==> src/rtl/conway_gen_scheduler.sv <==
// Generation scheduler for the Conway accelerator: launches one generation every
// max(rate_div,1) frames and flips the ping-pong buffers only on vsync_start.
// Optional watchdog on the compute phase: define CONWAY_SCHED_WATCHDOG_EN.
module conway_gen_scheduler #(
    parameter int GEN_CNT_W = 16,
    parameter int RATE_W    = 8,
    parameter int WDOG_W    = 20
) (
    input  logic                 clk,
    input  logic                 reset,
    input  logic                 cmd_run,
    input  logic                 cmd_stop,
    input  logic                 cmd_step,
    input  logic [RATE_W-1:0]    rate_div,
    input  logic                 vsync_start,
    output logic                 accel_start,
    input  logic                 accel_done,
    output logic                 direction,
    output logic                 swap,
    output logic                 busy,
    output logic                 running,
    output logic [GEN_CNT_W-1:0] gen_count,
    output logic                 overrun,
    input  logic                 clr_overrun,
    output logic                 fault
);
    typedef enum logic [1:0] {
        S_IDLE       = 2'd0,
        S_WAIT_FRAME = 2'd1,
        S_COMPUTE    = 2'd2,
        S_SWAP_WAIT  = 2'd3
    } state_t;

    localparam logic [GEN_CNT_W-1:0] GEN_ONE  = GEN_CNT_W'(64'd1);
    localparam logic [RATE_W:0]      RATE_ONE = (RATE_W+1)'(64'd1);

    state_t                 state_r, state_s;
    logic [RATE_W-1:0]      frame_cnt_r, frame_cnt_s;
    logic [RATE_W:0]        frame_inc_s, frame_tgt_s;
    logic                   accel_start_r, accel_start_s;
    logic                   direction_r, direction_s;
    logic                   swap_r, swap_s;
    logic                   busy_r, busy_s;
    logic                   running_r, running_s;
    logic [GEN_CNT_W-1:0]   gen_count_r, gen_count_s;
    logic                   overrun_r, overrun_s;
    logic                   wd_expire_s;
    logic                   cmd_ok_s;
    logic                   run_req_s;
    logic                   step_req_s;
    logic                   run_hold_s;

`ifdef CONWAY_SCHED_WATCHDOG_EN
    localparam logic [WDOG_W-1:0] WD_LAST = WDOG_W'((64'd1 << WDOG_W) - 64'd2);
    localparam logic [WDOG_W-1:0] WD_ONE  = WDOG_W'(64'd1);

    logic [WDOG_W-1:0] wd_cnt_r, wd_cnt_s;
    logic              fault_r, fault_s;

    // Expiry fires in the cycle whose increment would reach 2^WDOG_W-1; done still wins.
    assign wd_expire_s = (state_r == S_COMPUTE) && (wd_cnt_r == WD_LAST) && !accel_done;
    assign cmd_ok_s    = ~fault_r;
    assign fault       = fault_r;

    // Watchdog counter restarts at every launch and advances only while computing.
    always_comb begin
        if (accel_start_s) begin
            wd_cnt_s = {WDOG_W{1'b0}};
        end else if (state_r == S_COMPUTE) begin
            wd_cnt_s = wd_cnt_r + WD_ONE;
        end else begin
            wd_cnt_s = wd_cnt_r;
        end
        if (wd_expire_s) begin
            fault_s = 1'b1;
        end else begin
            fault_s = fault_r;
        end
    end

    // Watchdog registers; fault stays set until reset.
    always_ff @(posedge clk) begin
        if (!reset) begin
            wd_cnt_r <= {WDOG_W{1'b0}};
            fault_r  <= 1'b0;
        end else begin
            wd_cnt_r <= wd_cnt_s;
            fault_r  <= fault_s;
        end
    end
`else
    assign wd_expire_s = 1'b0;
    assign cmd_ok_s    = 1'b1;
    assign fault       = 1'b0;
`endif

    // Stop beats run; a faulted scheduler accepts neither run nor step.
    assign run_req_s   = cmd_run & ~cmd_stop & cmd_ok_s;
    assign step_req_s  = cmd_step & cmd_ok_s;
    assign run_hold_s  = cmd_stop ? 1'b0 : (run_req_s ? 1'b1 : running_r);
    assign frame_inc_s = {1'b0, frame_cnt_r} + RATE_ONE;
    assign frame_tgt_s = (rate_div == {RATE_W{1'b0}}) ? RATE_ONE : {1'b0, rate_div};

    // Next-state and next-output logic for the generation sequencer.
    always_comb begin
        state_s       = state_r;
        frame_cnt_s   = frame_cnt_r;
        accel_start_s = 1'b0;
        direction_s   = direction_r;
        swap_s        = 1'b0;
        busy_s        = busy_r;
        running_s     = running_r;
        gen_count_s   = gen_count_r;
        if (clr_overrun) begin
            overrun_s = 1'b0;
        end else begin
            overrun_s = overrun_r;
        end

        case (state_r)
            S_IDLE: begin
                if (run_req_s) begin
                    running_s = 1'b1;
                    state_s   = S_WAIT_FRAME;
                end else if (step_req_s) begin
                    running_s = 1'b0;
                    state_s   = S_WAIT_FRAME;
                end else begin
                    state_s   = S_IDLE;
                end
            end
            S_WAIT_FRAME: begin
                running_s = run_hold_s;
                if (cmd_stop) begin
                    frame_cnt_s = {RATE_W{1'b0}};
                    state_s     = S_IDLE;
                end else if (vsync_start) begin
                    // >= keeps a lowered rate_div from stranding the count above it
                    if (frame_inc_s >= frame_tgt_s) begin
                        frame_cnt_s   = {RATE_W{1'b0}};
                        accel_start_s = 1'b1;
                        busy_s        = 1'b1;
                        state_s       = S_COMPUTE;
                    end else begin
                        frame_cnt_s   = frame_inc_s[RATE_W-1:0];
                    end
                end else begin
                    state_s = S_WAIT_FRAME;
                end
            end
            S_COMPUTE: begin
                running_s = run_hold_s;
                if (accel_done) begin
                    busy_s = 1'b0;
                    if (vsync_start) begin
                        direction_s = ~direction_r;
                        swap_s      = 1'b1;
                        gen_count_s = gen_count_r + GEN_ONE;
                        state_s     = run_hold_s ? S_WAIT_FRAME : S_IDLE;
                    end else begin
                        state_s     = S_SWAP_WAIT;
                    end
                end else if (wd_expire_s) begin
                    busy_s    = 1'b0;
                    running_s = 1'b0;
                    state_s   = S_IDLE;
                end else if (vsync_start) begin
                    overrun_s = 1'b1;
                end else begin
                    state_s   = S_COMPUTE;
                end
            end
            S_SWAP_WAIT: begin
                running_s = run_hold_s;
                if (vsync_start) begin
                    direction_s = ~direction_r;
                    swap_s      = 1'b1;
                    gen_count_s = gen_count_r + GEN_ONE;
                    state_s     = run_hold_s ? S_WAIT_FRAME : S_IDLE;
                end else begin
                    state_s     = S_SWAP_WAIT;
                end
            end
            default: begin
                busy_s    = 1'b0;
                running_s = 1'b0;
                state_s   = S_IDLE;
            end
        endcase
    end

    // State and output registers with synchronous active-low reset.
    always_ff @(posedge clk) begin
        if (!reset) begin
            state_r       <= S_IDLE;
            frame_cnt_r   <= {RATE_W{1'b0}};
            accel_start_r <= 1'b0;
            direction_r   <= 1'b0;
            swap_r        <= 1'b0;
            busy_r        <= 1'b0;
            running_r     <= 1'b0;
            gen_count_r   <= {GEN_CNT_W{1'b0}};
            overrun_r     <= 1'b0;
        end else begin
            state_r       <= state_s;
            frame_cnt_r   <= frame_cnt_s;
            accel_start_r <= accel_start_s;
            direction_r   <= direction_s;
            swap_r        <= swap_s;
            busy_r        <= busy_s;
            running_r     <= running_s;
            gen_count_r   <= gen_count_s;
            overrun_r     <= overrun_s;
        end
    end

    assign accel_start = accel_start_r;
    assign direction   = direction_r;
    assign swap        = swap_r;
    assign busy        = busy_r;
    assign running     = running_r;
    assign gen_count   = gen_count_r;
    assign overrun     = overrun_r;

endmodule

==> config.mk <==
export PLATFORM = sky130hd
export DESIGN_NAME = conway_gen_scheduler
export DESIGN_NICKNAME = d
export VERILOG_FILES = /design/src/rtl/conway_gen_scheduler.sv
export SDC_FILE = /design/constraint.sdc
export NUM_CORES = 1
export LEC_CHECK = 0
export BUFFER_PORTS_ARGS = -buffer_cell sky130_fd_sc_hd__clkbuf_2
export CAP_MARGIN = 25
export CORE_UTILIZATION = 40
export CTS_BUF_LIST = sky130_fd_sc_hd__clkbuf_16
export DETAILED_ROUTE_END_ITERATION = 16
export PLACE_DENSITY_LB_ADDON = 0.12
export SETUP_SLACK_MARGIN = 0.05
export SLEW_MARGIN = 20
export SYNTH_ARGS = -nofsm -noshare
export SYNTH_HDL_FRONTEND = slang
export SYNTH_SLANG_ARGS = --single-unit
==> constraint.sdc <==
create_clock -name clk -period 2.85 [get_ports clk]
set_input_delay 0.4275 -clock clk [delete_from_list [all_inputs] [get_ports clk]]
set_output_delay 0.4275 -clock clk [all_outputs]
set_load 0.1 [all_outputs]
== Yosys cells after proc, flatten, opt, wreduce, memory -nomap -nowiden ==
Index checks and enable logic that the tools add are counted.
Widths: inputs -> output; s select.

* Input bits: 16
* Word-level logic and storage cells: 77
* Output and inout port bits: 23
* Register bits: 32

* Eq/ne operators: 10
* Reductions and logical operators: 11
* Muxes and demuxes: 38
* $lt $le $gt $ge: 1
* Bitwise gates (word level): 6
* Add/sub/neg operators: 2

{| class="wikitable"
|+ Operators with widths
! operator !! number
|-
| $mux 16 || 2
|-
| $mux 8 || 4
|-
| $pmux 16 s2 || 1
|-
| $mux 1 || 20
|-
| $add 16x1->16 const B || 1
|-
| $mux 2 || 6
|-
| $add 8x1->9 const B || 1
|-
| $ge 9x8->1 || 1
|-
| $logic_not 8->1 || 1
|-
| $ne 2x2->1 const B || 4
|-
| $pmux 1 s2 || 4
|-
| $pmux 2 s4 || 1
|-
| $ne 3x3->1 const B || 2
|-
| $reduce_and 2->1 || 3
|-
| $reduce_bool 2->1 || 3
|-
| $not 1->1 || 5
|-
| $reduce_and 5->1 || 1
|-
| $eq 2x2->1 const B || 2
|-
| $ne 4x4->1 const B || 1
|-
| $reduce_or 4->1 || 1
|-
| $reduce_or 3->1 || 1
|-
| $eq 2x1->1 const B || 1
|-
| $logic_not 2->1 || 1
|-
| $and 1x1->1 || 1
|}

== Logic depth before layout (Yosys ltp) ==
Gate-level depths: netlist (run 1).

* Depth after elaboration: 8
* Mapped depth: 10
* Gate-level depth less buffers: 10

== Least setup slack after synthesis (run 1) ==
No wires, ideal clock.

* Kind: register -> register
* From: reg gen_count_r[0] (netlist: gen_count[0])
* To: reg gen_count_r[10] (netlist: gen_count[10])
* Setup time: 0.115 ns
* Path buffers: 0
* Cell stages (with the launch flop): 7
* Required time: 2.735 ns
* Arrival time: 2.182 ns
* Path slack: 0.553 ns
* Period minus slack after synthesis: 2.297 ns
* Cells stage by stage: dfxtp_1 ha_1 nand2_1 nor3_1 nand4_1 xnor2_1 and2_1

* Longest elaborated chain between the ends: 4

{| class="wikitable"
|+ RTL lines
! item !! RTL line !! RTL
|-
| start, declared || 45 || <nowiki>logic [GEN_CNT_W-1:0] gen_count_r, gen_count_s;</nowiki>
|-
| start signal, assigned || 202 || <nowiki>gen_count_r <= {GEN_CNT_W{1'b0}};</nowiki>
|-
| start signal, assigned || 212 || <nowiki>gen_count_r <= gen_count_s;</nowiki>
|-
| $add 16x1->16 (*) || 158, 178 ||
|-
| $mux 16 (*) || 155, 175 ||
|-
| $mux 16 || 153 || <nowiki>if (accel_done) begin</nowiki>
|-
| $pmux 16 s2 (*) || 120 || <nowiki>case (state_r)</nowiki>
|}

Every way passes the cells marked *; elsewhere a longest branch is shown, timed or not. The select of a mux whose other input is x is not followed.
A chain may end at the register's enable or synchronous reset.

== Worst setup path after layout (run 1) ==
* From: in rate_div[4]
* To: reg frame_cnt_r[3]

* Longest elaborated chain between the ends: 6

{| class="wikitable"
|+ RTL lines
! item !! RTL line !! RTL
|-
| start, declared || 14 || <nowiki>input logic [RATE_W-1:0] rate_div,</nowiki>
|-
| $logic_not 8->1 || 102 || <nowiki>assign frame_tgt_s = (rate_div == {RATE_W{1'b0}}) ? RATE_ONE : {1'b0, rate_div};</nowiki>
|-
| $mux 8 (*) || 102 ||
|-
| $ge 9x8->1 (*) || 139 || <nowiki>if (frame_inc_s >= frame_tgt_s) begin</nowiki>
|-
| $mux 8 (*) || 139 ||
|-
| $mux 8 (*) || 137 || <nowiki>end else if (vsync_start) begin</nowiki>
|-
| $mux 8 (*) || 134 || <nowiki>if (cmd_stop) begin</nowiki>
|-
| end signal, assigned || 196 || <nowiki>frame_cnt_r <= {RATE_W{1'b0}};</nowiki>
|-
| end signal, assigned || 206 || <nowiki>frame_cnt_r <= frame_cnt_s;</nowiki>
|-
| end, declared || 38 || <nowiki>logic [RATE_W-1:0] frame_cnt_r, frame_cnt_s;</nowiki>
|}

Marks and branches as above.

==> flow_summary.toml, run 1 <==
[clock_tree]
clk_path_buf_depth = 2
cts_post_setup_buffers_inserted = 0
cts.sinks = 32
cts.htree.levels = 2
numCtsBuffers = 5
clk_pin_slew_worst_paths_ns = 0.05
cts_tree = "done"
cts_resized = 0
insertion_delay_ns = 0.27
root_buffer = "clkbuf_16"
cts_hold_buf = 0

[logic_synthesis]
synth.area.top_cells = "dfxtp_1, xnor2_1, ha_1"
syn_avg_cell_area_sq_um = 9.00
ys_warn_count = 0
syn-num-nets = 218
synthCells = 192
yosysUniqueCellTypes = 42
synth_largest_area_cell = "dfxtp_1"
yosysTopAreaCellShare_pct = 37.1
syn_area_sq_mm = 0.00173
yosysSeqAreaShare_pct = 37.1
synth_seq_cells = 32

[routing]
drcViolationCount = 0
ant_nets = 0
firstDrtPassIters = 4
avgRoutedWirePerCell_um = 11.7
via_count = 1402
wirelength_mm = 3.32
viasPerCell = 4.95
dr.first_iter.drc_count = 92

[cells_and_area]
regArea_sq_um = 641
diodes = 0
multiInputGateArea_sq_mm = 0.00100
drive_gt1_share_pct = 23.2
area_delta_synth_final_pct = 21.1
final_common_cell = "clkbuf_2"
nNetsFinal = 258
fill_cells = 412
layout_common_cells = "clkbuf_2, dfxtp_1, nand2_1"

[hold_path]
hp-class = "in2reg"
min_path_cells = 3
min-delay-start = "cmd_run"
min_to = "running$_SDFFE_PN0P_"

[sta]
timing.final.crit_share_pct = 85.9
clock_skew_ns = 0.00302
relSlewSlack_pct = 59.9
period_needed_ns = 2.45
grt_setup_unrepaired = "no"
fin_setup_tns_ns = 0
hold_violations = 0
drv_slew = 0
fmax_mhz = 408
finalSetupViolations = 0
tightest_slew_ns = 0.587

[worst_setup_path]
critPathRequiredTime_ns = 3.06
reg2regPathDepth = 9
critPathMostFrequentCell = "nand2b_1"
slowest_delay_ns = 0.56
r2r_start = "frame_cnt_r[0]$_SDFFE_PN0P_"
critPathArrivalTime_ns = 2.66
start_kind = "input pin"
crit_path_end_kind = "flop"
crit_fanout = 6
rr_endpoint = "frame_cnt_r[3]$_SDFFE_PN0P_"
r2r_slack_ns = 0.51
crit_chain = "clkbuf_2, nor4_1, a41o_1, ha_1, nand2b_1, a2111oi_0, o21ai_0, nand2b_1, a32o_1"
path_class = "in2reg"
cp_slowest_cell = "a2111oi_0"

[floorplan]
die_w_um = 67.7
coreArea_sq_mm = 0.00409
dieArea_sq_mm = 0.00459
fp-row-count = 23
io_pins = 39
die_h_um = 67.7
start_util_pct = 42.3

[place]
post-dp-hpwl_mm = 2.49
globalplace.congestion = 0.801
port_buffers = 37

[global_route]
grt_max_degree = 24
grt_util_all_layers_pct = 16.4
grt_antenna_before_repair = 0
grt_first_pass_wirelength_mm = 5.43
grt_pass1_vias = 1185
overflow = 0

[job]
drv_cap = 0

[outcome]
status = "finished clean"

[power]
p_sw_uw = 226
power_uw = 1020
intPower_uw = 791
p_sw_share_pct = 22.2
powerDensity_mw_per_mm2 = 486
p_clk_share_pct = 48.2
ir_worst_vdd_mv = 0.303
combPwrFrac_pct = 6.7
power_leakage_uw = 0.000936
pwr-share-seq_pct = 45.1
-- worst max-delay path: cells and delay by family --
| kind | cells | cell delay [ns] |
|---|---|---|
| simple gates | 3 | 0.71 |
| compound gates | 4 | 1.22 |
| fa+ha+maj | 1 | 0.21 |
| buf+inv | 1 | 0.09 |
-- per-layer routing --
metal  track usage, %  share of wire, %  up-vias
met5                0                 0        -
met4             9.04               1.8        0
met3             5.41               5.0        6
met2             22.9                40       35
met1             21.8                53      614
li1                 -                 -      747
-- cell families after synthesis --
group | synth area share (%)
AND/OR/NAND/NOR | 25.3
flip-flops | 37.1
AO/OA/AOI/OAI | 14.2
XOR/XNOR | 11.2
buffers and inverters | 4.78
adder cells (fa/ha/maj) | 7.24
other | 0.217
-- worst max path at each step --
| stage | from | endpoint | slack, ns | depth (start not counted) |
|---|---|---|---|---|
| final | rate_div[4] | frame_cnt_r[3]$_SDFFE_PN0P_ | 0.40 | 9 |
| after global routing | frame_cnt_r[0]$_SDFFE_PN0P_ | frame_cnt_r[6]$_SDFFE_PN0P_ | 0.20 | 9 |
| after CTS | rate_div[4] | frame_cnt_r[1]$_SDFFE_PN0P_ | 0.42 | 9 |
| after detailed placement | rate_div[4] | frame_cnt_r[1]$_SDFFE_PN0P_ | 0.14 | 9 |
| after global placement | rate_div[4] | frame_cnt_r[7]$_SDFFE_PN0P_ | 0.23 | 9 |
| after floorplan | gen_count[0]$_SDFFE_PN0P_ | gen_count[10]$_SDFFE_PN0P_ | 0.55 | 6 |
-- cells in the mapped netlist --
cell	instances
dfxtp_1	32
a21boi_0	2
nor2b_1	3
ha_1	10
o21ai_0	6
nor3_2	1
nor4_1	1
nand3_1	10
a2111oi_0	1
nand2b_1	3
buf_6	1
and3_1	1
nor2_1	12
nor3_4	1
o221ai_1	1
inv_1	11
conb_1	1
buf_4	2
o311ai_2	1
nand2_1	17
o2111ai_1	1
o211ai_2	1
xnor2_1	15
and4_1	2
o32ai_1	1
o21a_1	4
nor3_1	3
o21ba_2	1
or2_2	1
nand3b_1	1
buf_1	1
or3_4	1
clkbuf_1	3
nand2b_4	1
a211oi_1	1
and2_1	16
o21ai_2	1
nand4_1	5
a21oi_1	2
a41o_1	1
a32o_1	6
xor2_1	7
-- state kept, by name (all words and copies together), names as in the netlist --
register     cells
accel_start      1
busy             1
direction        1
frame_cnt_r      8
gen_count       16
overrun          1
running          1
state_r          2
swap             1
-- metrics by stage --
| stage | cells | hold slack, ns | area (sq um) | utilization [%] | setup WS (ns) |
|---|---|---|---|---|---|
| 2_1_floorplan | 192 | 0.442 | 1730 | - | 0.553 |
| 3_3_place_gp | 275 | 0.448 | 1960 | 47.9 | 0.227 |
| 3_5_place_dp | 275 | 0.454 | 1960 | 47.9 | 0.139 |
| 4_1_cts | 283 | 0.455 | 2090 | 51.2 | 0.420 |
| 5_1_grt | 283 | 0.489 | 2090 | 51.2 | 0.205 |
| 6_report | 283 | 0.456 | 2090 | 51.2 | 0.402 |
-- cell type report --
type / count / share of cell area (%)
multi-input cells: 142 / 48.0
flip-flops and latches: 32 / 30.6
clock buffers: 5 / 5.98
inverters: 11 / 1.97
clock inverters: 3 / 0.538
well taps: 50 / 2.99
repair buffers: 40 / 9.92
-- power groups by stage --
stage / clock network, uW / registers [uW] / logic (uW)
floorplan: 0 / 469 / 44.7
global placement: 0 / 467 / 68.9
detailed placement: 0 / 467 / 68.6
CTS: 506 / 458 / 69.0
global route: 524 / 458 / 76.1
finish: 490 / 458 / 68.4
(Power assumes the default switching activity.)
==> run 2: changes to the inputs <==
clock period = 3 ns   (was 2.85 ns; I/O delays follow)
==> flow_summary.toml, run 2 (synthesis results as in run 1) <==
[clock_tree]
insertion_delay_ns = 0.27
clk_path_buf_depth = 2
clk_pin_slew_worst_paths_ns = 0.05
cts.htree.levels = 2
cts_hold_buf = 0
numCtsBuffers = 5
cts_tree = "done"
cts.sinks = 32
root_buffer = "clkbuf_16"
cts_resized = 0
cts_post_setup_buffers_inserted = 0

[place]
post-dp-hpwl_mm = 2.50
dp_slack_ns = 0.280
globalplace.congestion = 0.814
place_inst = 274
port_buffers = 37

[sta]
relSlewSlack_pct = 60.7
drv_slew = 0
hold_slack_ns = 0.466
clock_skew_ns = 0.00184
hold_violations = 0
finalSetupViolations = 0
fmax_mhz = 402
timing.final.crit_share_pct = 83.0
period_needed_ns = 2.49
tightest_slew_ns = 0.574
fin_setup_tns_ns = 0
grt_setup_unrepaired = "no"
worst_slack_ns = 0.510

[power]
powerDensity_mw_per_mm2 = 462
power_leakage_uw = 0.000931
ir_worst_vdd_mv = 0.284

[worst_setup_path]
crit_fanout = 6
crit_path_end_kind = "flop"
path_class = "reg2reg"
critPathArrivalTime_ns = 2.70
start_kind = "flop"
critPathRequiredTime_ns = 3.21

[global_route]
grt_util_all_layers_pct = 16.1
grt_max_degree = 24
overflow = 0
grt_pass1_vias = 1190
grt_first_pass_wirelength_mm = 5.42
grt_antenna_before_repair = 0

[routing]
dr.first_iter.drc_count = 85
drcViolationCount = 0
ant_nets = 0
wirelength_mm = 3.29
via_count = 1412
viasPerCell = 5.01
avgRoutedWirePerCell_um = 11.7
firstDrtPassIters = 4

[cells_and_area]
diodes = 0
nNetsFinal = 257
multiInputGateArea_sq_mm = 0.00100
final_common_cell = "clkbuf_2"
area_delta_synth_final_pct = 20.7
layout_common_cells = "clkbuf_2, dfxtp_1, nand2_1"
regArea_sq_um = 641
drive_gt1_share_pct = 22.8
largest_reg_flops = 16
fill_cells = 384
finalNonFillerCells = 282

[floorplan]
fp-row-count = 23
die_w_um = 67.7
die_h_um = 67.7
dieArea_sq_mm = 0.00459
start_util_pct = 42.3
coreArea_sq_mm = 0.00409
io_pins = 39

[job]
drv_cap = 0

[hold_path]
hp-class = "reg2reg"

[outcome]
status = "finished clean"
-- run 2: cell types whose count changed in the layout (fill, tap and decap cells not counted), sizes merged --
| cell | delta |
|---|---|
| buf | -1 |
-- run 2: through the flow --
stage	utilization, %	power (uW)	instance area (sq um)
floorplan	-	488	1730
global placement	47.7	509	1950
detailed placement	47.7	509	1950
CTS	51.0	976	2090
global route	51.0	1000	2090
finish	51.0	963	2090
-- run 2: layout make-up --
| type | count | area share, % |
|---|---|---|
| Multi-Input combinational cell | 142 | 48.2 |
| Clock buffer | 5 | 6.00 |
| Inverter | 11 | 1.98 |
| Tap cell | 50 | 3.00 |
| Sequential cell | 32 | 30.7 |
| Clock inverter | 3 | 0.540 |
| Timing Repair Buffer | 39 | 9.60 |
-- run 2: path summary, 6_finish.rpt --
kind	slack (ns)	end	start	cells after the start
hold reg to reg	0.47	busy$_SDFFE_PN0P_	busy$_SDFFE_PN0P_	2
setup / recovery	0.51	frame_cnt_r[6]$_SDFFE_PN0P_	frame_cnt_r[0]$_SDFFE_PN0P_	9
hold / removal	0.47	busy$_SDFFE_PN0P_	busy$_SDFFE_PN0P_	2
setup reg to reg	0.51	frame_cnt_r[6]$_SDFFE_PN0P_	frame_cnt_r[0]$_SDFFE_PN0P_	9
-- run 2: report_power, final --
group	internal [uW]	switching [uW]	leakage (uW)
registers	429	6.15	0.000258
logic	24.2	40.3	0.000599
clock network	298	166	0.0000738
total	751	212	0.000931
-- run 2: worst max-delay path, cell delays in order (launching register included) --
cell,delay [ns]
dfxtp_1,0.42
ha_1,0.23
nand3_1,0.21
nor2_1,0.18
xor2_1,0.23
ha_1,0.28
a211oi_1,0.26
o21ai_0,0.17
nand2b_1,0.25
a32o_1,0.20
-- run 2: metal layers --
metal / share of wire, % / vias up / GRT usage (%)
met5: 0 / - / 0
met4: 0.79 / 0 / 5.59
met3: 5.8 / 2 / 4.22
met2: 43 / 44 / 24.1
met1: 51 / 622 / 21.8
li1: - / 744 / -
